$ cat src/rtl/cyc_counter_prog.sv
// Prescaled up/down modulo counter with runtime period/limit, load and tick/wrap strobes; all outputs registered, one-edge config latency, no backpressure.
// One-shot stop-at-terminal mode is compiled in only when CYC_COUNTER_ONESHOT_EN is defined.
module cyc_counter_prog #(
  parameter int PRESCALE_W = 30,
  parameter int CNT_W      = 3,
  parameter int DEF_PERIOD = 10,
  parameter int DEF_LIMIT  = 4
) (
  input  logic                  clk,
  input  logic                  rst,
  input  logic                  en,
  input  logic                  up,
  input  logic                  cfg_wr,
  input  logic [PRESCALE_W-1:0] period_in,
  input  logic [CNT_W-1:0]      limit_in,
  input  logic                  load,
  input  logic [CNT_W-1:0]      load_val,
  input  logic                  oneshot,
  output logic [CNT_W-1:0]      out,
  output logic                  tick,
  output logic                  wrap,
  output logic                  done
);

  localparam logic [PRESCALE_W-1:0] P_ONE        = PRESCALE_W'(1);
  localparam logic [PRESCALE_W-1:0] P_DEF_PERIOD =
      (DEF_PERIOD == 0) ? P_ONE : PRESCALE_W'(DEF_PERIOD);
  localparam logic [CNT_W-1:0]      P_DEF_LIMIT  = CNT_W'(DEF_LIMIT);
  localparam logic [CNT_W-1:0]      P_CNT_ONE    = CNT_W'(1);

  logic [PRESCALE_W-1:0] r_period;
  logic [CNT_W-1:0]      r_limit;
  logic [PRESCALE_W-1:0] r_cyc;
  logic [CNT_W-1:0]      r_out;
  logic                  r_tick;
  logic                  r_wrap;
  logic                  r_done;

  logic [PRESCALE_W-1:0] w_period_nxt;
  logic [CNT_W-1:0]      w_limit_nxt;
  logic [PRESCALE_W-1:0] w_cyc_nxt;
  logic [CNT_W-1:0]      w_out_nxt;
  logic                  w_tick_nxt;
  logic                  w_wrap_nxt;
  logic                  w_done_nxt;
  logic                  w_oneshot;
  logic                  w_term;
  logic [PRESCALE_W-1:0] w_cfg_period;

`ifdef CYC_COUNTER_ONESHOT_EN
  assign w_oneshot = oneshot;
`else
  logic w_unused;
  assign w_oneshot = 1'b0;
  assign w_unused  = oneshot;
`endif

  // Terminal step: the step that would carry past the range end in the current direction.
  assign w_term       = up ? (r_out == r_limit) : (r_out == '0);
  assign w_cfg_period = (period_in == '0) ? P_ONE : period_in;

  always_comb begin
    w_period_nxt = r_period;
    w_limit_nxt  = r_limit;
    w_cyc_nxt    = r_cyc;
    w_out_nxt    = r_out;
    w_tick_nxt   = 1'b0;
    w_wrap_nxt   = 1'b0;
    w_done_nxt   = r_done;

    if (cfg_wr) begin
      w_period_nxt = w_cfg_period;
      w_limit_nxt  = limit_in;
      w_cyc_nxt    = w_cfg_period;
      w_out_nxt    = up ? '0 : limit_in;
      w_done_nxt   = 1'b0;
    end else if (load) begin
      w_out_nxt  = (load_val > r_limit) ? r_limit : load_val;
      w_cyc_nxt  = r_period;
      w_done_nxt = 1'b0;
    end else if (en && !r_done) begin
      if (r_cyc != P_ONE) begin
        w_cyc_nxt = r_cyc - P_ONE;
      end else begin
        w_cyc_nxt  = r_period;
        w_tick_nxt = 1'b1;
        if (w_term) begin
          w_wrap_nxt = 1'b1;
          // A finished one-shot parks on the terminal value it already holds.
          if (w_oneshot) begin
            w_done_nxt = 1'b1;
          end else begin
            w_out_nxt = up ? '0 : r_limit;
          end
        end else begin
          w_out_nxt = up ? (r_out + P_CNT_ONE) : (r_out - P_CNT_ONE);
        end
      end
    end
  end

  always_ff @(posedge clk or posedge rst) begin
    if (rst) begin
      r_period <= P_DEF_PERIOD;
      r_limit  <= P_DEF_LIMIT;
      r_cyc    <= P_DEF_PERIOD;
      r_out    <= '0;
      r_tick   <= 1'b0;
      r_wrap   <= 1'b0;
      r_done   <= 1'b0;
    end else begin
      r_period <= w_period_nxt;
      r_limit  <= w_limit_nxt;
      r_cyc    <= w_cyc_nxt;
      r_out    <= w_out_nxt;
      r_tick   <= w_tick_nxt;
      r_wrap   <= w_wrap_nxt;
      r_done   <= w_done_nxt;
    end
  end

  assign out  = r_out;
  assign tick = r_tick;
  assign wrap = r_wrap;
  assign done = r_done;

endmodule

$ cat config.mk
export PLATFORM = sky130hd
export DESIGN_NAME = cyc_counter_prog
export DESIGN_NICKNAME = d
export VERILOG_FILES = /design/src/rtl/cyc_counter_prog.sv
export SDC_FILE = /design/constraint.sdc
export NUM_CORES = 1
export LEC_CHECK = 0
export ABC_AREA = 1
export CAP_MARGIN = 0
export CORE_MARGIN = 2
export CORE_UTILIZATION = 40
export CTS_CLUSTER_SIZE = 16
export DETAILED_ROUTE_END_ITERATION = 10
export PLACE_DENSITY = 0.67
export SYNTH_ARGS = -nofsm -noshare
export SYNTH_HDL_FRONTEND = slang
export SYNTH_SLANG_ARGS = --single-unit
$ cat constraint.sdc
create_clock -name clk -period 3.2 [get_ports clk]
set_input_delay 0.32 -clock clk [delete_from_list [all_inputs] [get_ports clk]]
set_output_delay 0.32 -clock clk [all_outputs]
set_load 0.05 [all_outputs]
==> out/results.md <==
### Logic synthesis
• **Main synth FF type** sky130_fd_sc_hd__dfrtp_1
• **average footprint of a synthesized cell** 6.950 um^2
• **net count of the mapped netlist** 723
• **cell taking the most area after synthesis** sky130_fd_sc_hd__dfrtp_1
• **post-synthesis async set-or-reset flop share** 100.0%
• **Cell variety after synth** 40
• **Synth area leaders** sky130_fd_sc_hd__dfrtp_1 (34%), sky130_fd_sc_hd__nand2_1 (17%), sky130_fd_sc_hd__nor2_1 (8.3%)
• **Seq/Total Area, Yosys** 36.46%
• **Yosys warning total** 0
• **Yosys top cell area share** 33.65%
• **total of flip-flops plus latches after synthesis** 68
• **number of enable-type register cells in the synthesized netlist** 0
• **post-synthesis instance total** 674
• **combined area of all synthesized cells** 0.004684 mm^2

### GRT
• **via count of the first global-routing pass** 4,205
• **total grt overflow** 0
• **wire length of the first global-routing pass** 20,610 um
• **overall global routing resource usage** 20.30%
• **maximum number of pins on one net before global-route repair** 45
• **initial antenna violation count** 0

### Worst setup path
• **arrival time at the worst endpoint** 2.43 ns
• **launching element of the worst setup path** load
• **type of origin of the critical path** primary input
• **type of the setup path with the least slack** in2reg
• **standard cell with the maximum stage delay on the critical path** sky130_fd_sc_hd__clkdlybuf4s50_1
• **Reg-to-Reg End** r_cyc[18]
• **start of the worst register-to-register path** r_cyc[0]
• **critical path data required time** 3.47 ns
• **maximum net fanout on the critical path** 35
• **setup slack of the worst register-to-register path** 1.14 ns
• **number of cells on the worst reg-to-reg path** 10
• **crit-path max cell delay** 0.62 ns
• **capturing element type of the critical path** register
• **cell-by-cell listing of the critical path** clkdlybuf4s50_1, nor2_4, nand2_4, inv_2, a21oi_1, nand3_1, nand2_1, inv_1
• **worst path bufs/invs** 3
• **cell class contributing the biggest share of worst-path delay** buffers and inverters

### STA
• **TNS Setup** 0 ns
• **Clock Skew** 0.004247 ns
• **transition time at the pin with the least slew margin** 0.6567 ns
• **number of endpoints with negative hold slack in the final report** 0
• **total of endpoints with negative setup slack in the final report** 0
• **number of pins exceeding their max-slew limit in the final report** 0
• **RSZ-0062 raised after global routing** false
• **tightest slew margin relative to the limit** 56.16%
• **Max Freq** 463.6 MHz
• **Final Cycle Share** 67.41%
• **minimum period implied by the final worst setup slack** 2.157 ns

### Routing
• **antenna-violating nets left** 0
• **DRC violation count after routing** 0
• **routed vias/inst** 5.085
• **TritonRoute pass-1 iters** 5
• **via count** 4,378
• **starting DRC count in detailed routing** 312
• **total routed wirelength** 12,130 um
• **average wire per cell in the routed design** 14.09 um

### Clocking
• **CTS tree** yes
• **cell at the root of the clock tree** sky130_fd_sc_hd__clkbuf_16
• **clock transition at the register clock pins on the worst setup and hold paths after CTS** 0.05 ns
• **count of instances resized after the clock tree is built** 0
• **cts-stage hold buffer count** 0
• **number of buffers created by CTS** 9
• **total number of clock tree sinks** 68
• **depth of the CTS H-tree** 3
• **clock insertion delay at the later pin of the skew report** 0.34 ns
• **buffers inserted by post-CTS timing repair** 0
• **Max clock buf depth** 2

### Floorplan
• **row count** 39
• **number of placed I/O pins** 49
• **initial cell density of the core** 41.03%
• **full die area** 0.01259 mm^2
• **core footprint** 0.01142 mm^2
• **Die H** 112.2 um
• **horizontal die dimension** 112.2 um

### Power and ir drop
• **power density cells** 473.7 mW/mm^2
• **worst voltage drop across the vdd grid** 252.2 uV
• **static leakage power** 2.579 nW

### Final layout
• **leading cell types in the layout, fill and taps excluded** sky130_fd_sc_hd__nand2_1 (211), sky130_fd_sc_hd__nor2_1 (104), sky130_fd_sc_hd__dfrtp_1 (63), sky130_fd_sc_hd__inv_1 (59), sky130_fd_sc_hd__clkdlybuf4s50_1 (45)
• **most common library cell in the layout ignoring fill and taps** sky130_fd_sc_hd__nand2_1
• **total number of nets in the final design** 762
• **final core occ** 48.04%
• **layout cell share with drive strength beyond 1** 11.14%
• **total inserted antenna cells** 0
• **filler cell count in the final layout** 1,172
• **area of all placed cells without fillers** 0.005485 mm^2
• **Layout area overhead** 17.09%
• **non-filler instance count after layout** 861

### Worst hold path
• **worst hold path class** in2async

### Status
• **result of the run** completed

### Placement
• **sum of net half-perimeters after detailed placement** 8977 um
• **port buffer count** 46
• **weighted congestion at the end of routability-driven global placement** 0.9464
• **Cell Area, Placed** 0.005202 mm^2
• **Placed Cells incl. Taps** 845

### Job
• **number of maximum-capacitance violations** 0

-- synthesized netlist by cell type, types with 7 or more instances --
cell                         n
sky130_fd_sc_hd__dfrtp_1    63
sky130_fd_sc_hd__a21oi_1    41
sky130_fd_sc_hd__nor2_2     12
sky130_fd_sc_hd__nand3_1    29
sky130_fd_sc_hd__nor2_4     10
sky130_fd_sc_hd__inv_1      60
sky130_fd_sc_hd__nand3_2     9
sky130_fd_sc_hd__clkbuf_1    7
sky130_fd_sc_hd__o21ai_0    23
sky130_fd_sc_hd__nand2_1   211
sky130_fd_sc_hd__nand4_1    15
sky130_fd_sc_hd__o21ai_1    21
sky130_fd_sc_hd__nor2_1    104
sky130_fd_sc_hd__xor2_1      9
-- sequential cells by signal, summed over array words and instances, names as in the netlist --
| register | cells |
|---|---|
| out | 3 |
| r_cyc | 30 |
| r_limit | 3 |
| r_period | 30 |
| tick | 1 |
| wrap | 1 |
-- worst register-to-register path: cells and delay by family (launching register included) --
kind / cells / cell delay, ns
buffers and inverters: 2 / 0.16
flip-flops: 1 / 0.40
adder cells (fa/ha/maj): 1 / 0.27
XOR/XNOR: 1 / 0.17
AND/OR/NAND/NOR: 6 / 0.93
-- report_power, final --
group / internal (W) / switching (W)
clock network: 0.000587 / 0.000357
logic: 0.000227 / 0.000373
registers: 0.000959 / 0.0000951
-- per-stage QoR --
step,power (W),hold slack (ns),worst slack (ns)
floorplan,0.001478,0.4344,1.177
global placement,0.001647,0.4499,0.7621
detailed placement,0.001662,0.4565,0.6984
CTS,0.002621,0.4229,1.027
global route,0.002754,0.4641,0.8462
finish,0.002598,0.3999,1.043
-- cell families after synthesis --
family / count (synthesis) / synth area share, %
buf+inv: 85 / 8.734
flops: 68 / 36.46
other cells: 1 / 0.08005
fa+ha+maj: 6 / 1.763
compound gates: 93 / 10.60
xor+xnor: 12 / 2.244
simple gates: 409 / 40.12
-- worst max-delay path by stage --
| stage | to | slack (ns) | depth (start not counted) |
|---|---|---|---|
| floorplan | out[0] | 1.18 | 1 |
| global placement | r_cyc[17] | 0.76 | 8 |
| detailed placement | r_cyc[18] | 0.70 | 8 |
| CTS | r_cyc[18] | 1.03 | 8 |
| global route | r_cyc[18] | 0.85 | 8 |
| finish | r_cyc[18] | 1.04 | 8 |
-- layer usage --
metal	global-route usage, %	share of wire, %	routed length [um]	up-vias
li1	-	-	-	2220
met1	27.67	47	5727	2016
met2	32.69	46	5548	125
met3	3.834	4.9	590	17
met4	6.748	2.2	264	0
met5	0	0	0	-
-- final cells by class --
class / count / area, um^2 / share of cell area, %
repair buffers: 50 / 498.0 / 9.078
multi-input cells: 521 / 2567 / 46.81
well taps: 143 / 178.9 / 3.262
flip-flops and latches: 68 / 1708 / 31.14
inverters: 63 / 250.2 / 4.562
clock inverters: 1 / 5.005 / 0.09124
clock buffers: 15 / 277.8 / 5.064
(Power assumes the default switching activity.)
